`src/rtl/memtrace_pkg.sv`:
```
// Shared types for the memory-trace request issuer: FSM states and the per-lane trace record.
package memtrace_pkg;

  localparam int MT_DATA_WIDTH    = 64;
  localparam int MT_LOGSIZE_WIDTH = 8;

  typedef enum logic [1:0] {IDLE, RUN, DRAIN, DONE} issuer_state_e;

  typedef struct packed {
    logic [MT_DATA_WIDTH-1:0]    address;
    logic                        is_store;
    logic [MT_LOGSIZE_WIDTH-1:0] size;
    logic [MT_DATA_WIDTH-1:0]    data;
  } trace_rec_t;

endpackage

```
`src/rtl/memtrace_lane_fifo.sv`:
```
// Per-lane synchronous FIFO of trace records; head is a registered entry, so a push into an
// empty FIFO only becomes visible on the following cycle.
module memtrace_lane_fifo
  import memtrace_pkg::*;
#(
  parameter int DEPTH = 4
) (
  input  logic                   clock,
  input  logic                   reset_n,
  input  logic                   push,
  input  trace_rec_t             push_data,
  input  logic                   pop,
  output trace_rec_t             head,
  output logic [$clog2(DEPTH):0] count,
  output logic                   empty
);

  localparam int PW = $clog2(DEPTH);

  trace_rec_t      mem [DEPTH];
  logic [PW-1:0]   wr_ptr;
  logic [PW-1:0]   rd_ptr;

  // Pointers wrap naturally because DEPTH is a power of two.
  always_ff @(posedge clock or negedge reset_n) begin
    if (!reset_n) begin
      for (int i = 0; i < DEPTH; i++) mem[i] <= '0;
      wr_ptr <= '0;
      rd_ptr <= '0;
      count  <= '0;
    end else begin
      if (push) begin
        mem[wr_ptr] <= push_data;
        wr_ptr      <= wr_ptr + 1'b1;
      end
      if (pop) rd_ptr <= rd_ptr + 1'b1;
      case ({push, pop})
        2'b10:   count <= count + 1'b1;
        2'b01:   count <= count - 1'b1;
        default: count <= count;
      endcase
    end
  end

  assign head  = mem[rd_ptr];
  assign empty = (count == '0);

endmodule

```
`src/rtl/memtrace_req_issuer.sv`:
```
// Drives the trace reader, buffers per-lane records and issues them as tagged memory requests.
// Optional statistics counters are built only when MEMTRACE_ISSUER_STATS_EN is defined.
module memtrace_req_issuer
  import memtrace_pkg::*;
#(
  parameter int NUM_LANES     = 4,
  parameter int DATA_WIDTH    = MT_DATA_WIDTH,
  parameter int LOGSIZE_WIDTH = MT_LOGSIZE_WIDTH,
  parameter int FIFO_DEPTH    = 4,
  parameter int SOURCE_WIDTH  = 4,
  parameter int MAX_INFLIGHT  = 8
) (
  input  logic                              clock,
  input  logic                              reset_n,
  output logic [63:0]                       trace_read_cycle,
  output logic                              trace_read_ready,
  input  logic [NUM_LANES-1:0]              trace_read_valid,
  input  logic [DATA_WIDTH*NUM_LANES-1:0]   trace_read_address,
  input  logic [NUM_LANES-1:0]              trace_read_is_store,
  input  logic [LOGSIZE_WIDTH*NUM_LANES-1:0] trace_read_size,
  input  logic [DATA_WIDTH*NUM_LANES-1:0]   trace_read_data,
  input  logic                              trace_read_finished,
  output logic [NUM_LANES-1:0]              req_valid,
  input  logic [NUM_LANES-1:0]              req_ready,
  output logic [DATA_WIDTH*NUM_LANES-1:0]   req_address,
  output logic [DATA_WIDTH*NUM_LANES-1:0]   req_data,
  output logic [NUM_LANES-1:0]              req_is_store,
  output logic [LOGSIZE_WIDTH*NUM_LANES-1:0] req_size,
  output logic [SOURCE_WIDTH*NUM_LANES-1:0] req_source,
  input  logic [NUM_LANES-1:0]              resp_valid,
  output logic                              done,
  output logic                              err_underflow,
  output logic [32*NUM_LANES-1:0]           stat_issued,
  output logic [31:0]                       stat_stall_cycles
);

  localparam int CW = $clog2(FIFO_DEPTH) + 1;
  localparam int IW = $clog2(MAX_INFLIGHT + 1);

  issuer_state_e        state;
  logic                 ready_q;
  logic [63:0]          cycle_q;
  logic                 finish_seen;
  logic                 issuing;
  logic                 all_idle;
  logic [NUM_LANES-1:0] lane_room;
  logic [NUM_LANES-1:0] lane_idle;
  logic [NUM_LANES-1:0] fire;
  logic [NUM_LANES-1:0] underflow;

  // The reply to a query lands one cycle later, so ready_q stands in for a slot already claimed.
  assign finish_seen      = ready_q && trace_read_finished;
  assign trace_read_ready = (state == RUN) && !finish_seen && (&lane_room);
  assign trace_read_cycle = cycle_q;
  assign issuing          = (state == RUN) || (state == DRAIN);
  assign all_idle         = &lane_idle;
  assign err_underflow    = |underflow;

  always_ff @(posedge clock or negedge reset_n) begin
    if (!reset_n) begin
      state <= IDLE;
      done  <= 1'b0;
    end else begin
      case (state)
        IDLE:    state <= RUN;
        RUN:     if (finish_seen) state <= DRAIN;
        DRAIN:   if (all_idle) begin
                   state <= DONE;
                   done  <= 1'b1;
                 end
        DONE:    state <= DONE;
        default: state <= IDLE;
      endcase
    end
  end

  always_ff @(posedge clock or negedge reset_n) begin
    if (!reset_n) begin
      ready_q <= 1'b0;
      cycle_q <= '0;
    end else begin
      ready_q <= trace_read_ready;
      if (trace_read_ready) cycle_q <= cycle_q + 64'd1;
    end
  end

  for (genvar g = 0; g < NUM_LANES; g++) begin : g_lane
    trace_rec_t              in_rec;
    trace_rec_t              head;
    logic [CW-1:0]           count;
    logic                    empty;
    logic [IW-1:0]           inflight;
    logic [SOURCE_WIDTH-1:0] source;
    logic                    uf;

    assign in_rec.address  = trace_read_address[g*DATA_WIDTH +: DATA_WIDTH];
    assign in_rec.is_store = trace_read_is_store[g];
    assign in_rec.size     = trace_read_size[g*LOGSIZE_WIDTH +: LOGSIZE_WIDTH];
    assign in_rec.data     = trace_read_data[g*DATA_WIDTH +: DATA_WIDTH];

    memtrace_lane_fifo #(.DEPTH(FIFO_DEPTH)) u_fifo (
      .clock     (clock),
      .reset_n   (reset_n),
      .push      (ready_q && trace_read_valid[g]),
      .push_data (in_rec),
      .pop       (fire[g]),
      .head      (head),
      .count     (count),
      .empty     (empty)
    );

    assign lane_room[g] = (int'(count) + int'(ready_q)) < FIFO_DEPTH;
    assign lane_idle[g] = empty && (inflight == '0);
    assign req_valid[g] = !empty && (inflight < IW'(MAX_INFLIGHT)) && issuing;
    assign fire[g]      = req_valid[g] && req_ready[g];
    assign underflow[g] = uf;

    assign req_address[g*DATA_WIDTH +: DATA_WIDTH]       = head.address;
    assign req_data[g*DATA_WIDTH +: DATA_WIDTH]          = head.data;
    assign req_is_store[g]                               = head.is_store;
    assign req_size[g*LOGSIZE_WIDTH +: LOGSIZE_WIDTH]    = head.size;
    assign req_source[g*SOURCE_WIDTH +: SOURCE_WIDTH]    = source;

    // A response with nothing outstanding is flagged and never lets the count wrap below zero.
    always_ff @(posedge clock or negedge reset_n) begin
      if (!reset_n) begin
        inflight <= '0;
        source   <= '0;
        uf       <= 1'b0;
      end else begin
        if (fire[g]) source <= source + 1'b1;
        if (fire[g] && !resp_valid[g]) begin
          inflight <= inflight + 1'b1;
        end else if (!fire[g] && resp_valid[g]) begin
          if (inflight == '0) uf <= 1'b1;
          else                inflight <= inflight - 1'b1;
        end
      end
    end

`ifdef MEMTRACE_ISSUER_STATS_EN
    logic [31:0] issued_q;

    always_ff @(posedge clock or negedge reset_n) begin
      if (!reset_n)                          issued_q <= '0;
      else if (fire[g] && (issued_q != '1))  issued_q <= issued_q + 32'd1;
    end

    assign stat_issued[g*32 +: 32] = issued_q;
`else
    assign stat_issued[g*32 +: 32] = '0;
`endif
  end

`ifdef MEMTRACE_ISSUER_STATS_EN
  logic [31:0] stall_q;

  always_ff @(posedge clock or negedge reset_n) begin
    if (!reset_n)
      stall_q <= '0;
    else if ((state == RUN) && !trace_read_ready && (stall_q != '1))
      stall_q <= stall_q + 32'd1;
  end

  assign stat_stall_cycles = stall_q;
`else
  assign stat_stall_cycles = '0;
`endif

endmodule

```
`config.mk`:
```
export PLATFORM = sky130hd
export DESIGN_NAME = memtrace_req_issuer
export DESIGN_NICKNAME = d
export VERILOG_FILES = /design/src/rtl/memtrace_pkg.sv /design/src/rtl/memtrace_lane_fifo.sv /design/src/rtl/memtrace_req_issuer.sv
export SDC_FILE = /design/constraint.sdc
export NUM_CORES = 2
export LEC_CHECK = 0
export BUFFER_PORTS_ARGS = -buffer_cell sky130_fd_sc_hd__buf_4
export CAP_MARGIN = 40
export CORE_AREA = 4 4 533 535
export DETAILED_ROUTE_END_ITERATION = 16
export DIE_AREA = 0 0 537 539
export PLACE_DENSITY = 0.52
export SLEW_MARGIN = 20
export SYNTH_ARGS = -nofsm -noshare
export SYNTH_HDL_FRONTEND = slang
export SYNTH_SLANG_ARGS = --single-unit
```
`constraint.sdc`:
```
create_clock -name clock -period 2.4 [get_ports clock]
set_input_delay 0.12 -clock clock [delete_from_list [all_inputs] [get_ports clock]]
set_output_delay 0.12 -clock clock [all_outputs]
set_load 0.02 [all_outputs]
```
==> results_dict.tcl <==
set metrics [dict create \
    max_freq_mhz 377 \
    ioPinCount 1358 \
    grt_usage_pct 22.1 \
    grt_first_pass_wirelength_um 479000 \
    synth_area_um2 101000 \
    pwr-share-seq_pct 46.6 \
    whs_endpoint "g_lane[3].u_fifo.mem[539]$_DFFE_PN0P_" \
    dp_hpwl_um 224000 \
    fin_crit_sh_pct 111 \
    root_buffer "clkbuf_16" \
    dr.pass1.iters 5 \
    ys_warn_count 0 \
    cts_buffers 277 \
    worstSetupEndpointType "output port" \
    drt_iter0_markers 2730 \
    async_flop_share_pct 100 \
    fillers 23700 \
    drc 0 \
    ys_ff_latch 2324 \
    cap_violations 0 \
    vdd_drop_max_uv 506 \
    rrSetupSlack_ns 0.05 \
    dieHeight_um 539 \
    finClkSkew_ns 0.0499 \
    combPwrFrac_pct 4.6 \
    cp_top_family "buffers and inverters" \
    clock_power_share_pct 48.8 \
    fin_area_um2 139000 \
    crit_path_frequent_cell "buf_16" \
    die_x_um 537 \
    antenna_found_initial 117 \
    ant_nets 0 \
    synth_edf_count 0 \
    finalWorstSetupSlack_ns -0.254 \
    cts.clk_slew.worst_paths_ns 0.06 \
    yosysSeqAreaShare_pct 57.4 \
    fin_util_pct 49.7 \
    grt_max_degree 103 \
    violations "negative setup slack" \
    port-buffer-count 1197 \
    most-common-layout-cells "dfrtp_1, mux2_2, buf_4" \
    min_period_ns 2.65 \
    core-area_um2 279000 \
    cpMaxStageDelayCell "mux4_2" \
    nNetsFinal 8981 \
    crit_chain "buf_12 > buf_16 > buf_16 > mux4_2 > buf_6" \
    worstSetupPathDepth 5 \
    swShare_pct 22.7 \
    drive_gt1_share_pct 56.5 \
    layout_commonest_cell "dfrtp_1" \
    rsz0062_at_grt "true" \
    grt_remaining_overflow 0 \
    multi_input_area_um2 41400 \
    clk_latency_ns 0.86 \
    die-area_um2 289000 \
    dpl-instance-area_um2 117000 \
    slew_viol_final 0 \
    r2r_cells 14 \
    area_growth_pct 36.8 \
    clk_path_buf_depth 4 \
    place_inst 10900 \
    path_class "reg2out" \
    postSynthAreaPerCell_um2 16.6 \
    gp_congestion 0.799 \
    design_power_total_mw 84.6 \
    htree_num_levels 5 \
    r2r_start "state[1]$_DFFE_PN0P_" \
    worst-path-buf-inv 4 \
    post-place-ws_ns -0.119 \
    start_kind "register" \
    slowest_delay_ns 0.55 \
    critPathMaxFanout 7 \
    reg2reg_to "g_lane[1].inflight[3]$_DFFE_PN0P_" \
    tightest_slew_ns 0.750 \
    hold_depth 3 \
    synth_cell_types 44 \
    ys.flop_type "dfrtp_1" \
    regArea_um2 58200 \
    p_leak_nw 68.2 \
    setup_viol 538 \
    first_global_vias 68200 \
    rows 194 \
    status "complete, but fails checks" \
    wl_um 325000 \
    worstHoldStart "trace_read_address[247]" \
    cp_data_arrival_time_ns 2.53 \
    power.switching_mw 19.2 \
    hold_class "in2reg" \
    cts_tree "built" \
    hold_violations 0 \
    intPower_mw 65.4 \
    start_util_pct 36.3 \
    required_ns 2.28 \
    wl_per_cell_um 26.3 \
    fin_cells 12400 \
    synth_cells 6095 \
    max_slew_margin_pct 50.0 \
    viasPerCell 5.05 \
    clock-sinks 2324 \
    vias 62400 \
    p_per_area_nw_per_um2 610 \
]
-- power groups by stage --
stage / combinational [mW] / sequential (mW) / clock, mW
CTS: 3.96 / 39.4 / 42.7
global route: 4.29 / 39.4 / 44.2
floorplan: 0.735 / 40.1 / 0
global placement: 2.69 / 40.1 / 0
detailed placement: 2.77 / 40.1 / 0
finish: 3.89 / 39.4 / 41.3
-- tightest hold or removal path: cells and delay by family --
kind	cells	cell delay (ns)
buffers and inverters	2	0.67
muxes	1	0.13
-- timing repair --
| item | in CTS | in global routing |
|---|---|---|
| hold endpoints to repair | 4319 | 0 |
| hold buffers | 748 | 0 |
| resized for setup | 518 | 204 |
| pin swaps | 2 | 13 |
| setup endpoints to repair | 562 | 561 |
| buffers inserted | 80 | 20 |
| gates cloned | 55 | 8 |
-- flip-flops by register name, indices dropped and copies added (netlist names) --
name / cells
g_lane.inflight: 16
g_lane.u_fifo.wr_ptr: 8
ready_q: 1
done: 1
g_lane.u_fifo.rd_ptr: 8
g_lane.source: 16
g_lane.uf: 4
g_lane.u_fifo.mem: 2192
trace_read_cycle: 64
g_lane.u_fifo.count: 12
state: 2
-- cells by family after synthesis --
| family | count (synthesis) | synth area share [%] |
|---|---|---|
| compound gates | 25 | 0.184 |
| xor+xnor | 115 | 0.994 |
| fa+ha+maj | 53 | 0.714 |
| buf+inv | 574 | 2.75 |
| flops | 2324 | 57.4 |
| mux | 2750 | 36.7 |
| other cells | 1 | 0.00370 |
| simple gates | 253 | 1.30 |
-- worst max-delay path by stage --
| stage | start | end | slack (ns) |
|---|---|---|---|
| after floorplan | state[0]$_DFFE_PN0P_ | g_lane[0].inflight[3]$_DFFE_PN0P_ | -0.04 |
| after global placement | g_lane[2].u_fifo.count[0]$_DFFE_PN0P_ | trace_read_cycle[59]$_DFFE_PN0P_ | -0.04 |
| after detailed placement | g_lane[2].u_fifo.count[0]$_DFFE_PN0P_ | trace_read_cycle[59]$_DFFE_PN0P_ | -0.12 |
| after CTS | g_lane[0].u_fifo.rd_ptr[0]$_DFFE_PN0P_ | req_address[57] | -0.40 |
| after global routing | g_lane[3].u_fifo.rd_ptr[0]$_DFFE_PN0P_ | req_data[249] | -0.37 |
| final | g_lane[3].u_fifo.rd_ptr[0]$_DFFE_PN0P_ | req_data[220] | -0.25 |
-- final cells by class --
type	count	area share (%)
multi-input cells	3356	29.9
diodes	63	0.114
inverters	44	0.134
well taps	3724	3.36
repair buffers	2362	18.1
flip-flops and latches	2324	42.0
clock buffers	425	5.95
clock inverters	59	0.464
-- routing by layer --
layer	routed length [µm]	GRT usage (%)	up-vias
met4	13200	7.87	66
met1	130000	27.4	33300
met3	24800	7.03	571
li1	-	-	27100
met2	157000	36.5	1484
met5	434	0	-
-- per-stage QoR --
step / setup TNS (ns) / hold WS [ns]
2_1_floorplan: -0.0416 / -0.176
3_3_place_gp: -0.0506 / 0.0867
6_report: -80.53 / 0.0881
5_1_grt: -145.22 / 0.0262
3_5_place_dp: -0.307 / 0.102
4_1_cts: -161.54 / 0.0000426
-- synthesized netlist by cell type, types with 19 or more instances --
| library cell | n | share of area (%) |
|---|---|---|
| buf_1 | 44 | 0.16 |
| buf_2 | 25 | 0.12 |
| buf_4 | 160 | 1.2 |
| clkbuf_1 | 301 | 1.1 |
| dfrtp_1 | 2324 | 57 |
| ha_1 | 45 | 0.56 |
| inv_1 | 44 | 0.16 |
| mux2_2 | 2198 | 24 |
| mux4_2 | 548 | 12 |
| nand2_1 | 71 | 0.26 |
| nand3_1 | 35 | 0.17 |
| nand4_1 | 25 | 0.15 |
| nor2_1 | 36 | 0.13 |
| nor3_1 | 22 | 0.11 |
| nor4_1 | 19 | 0.12 |
| xnor2_1 | 65 | 0.56 |
| xor2_1 | 50 | 0.43 |
Note: power is estimated with default switching activity, not from simulation.
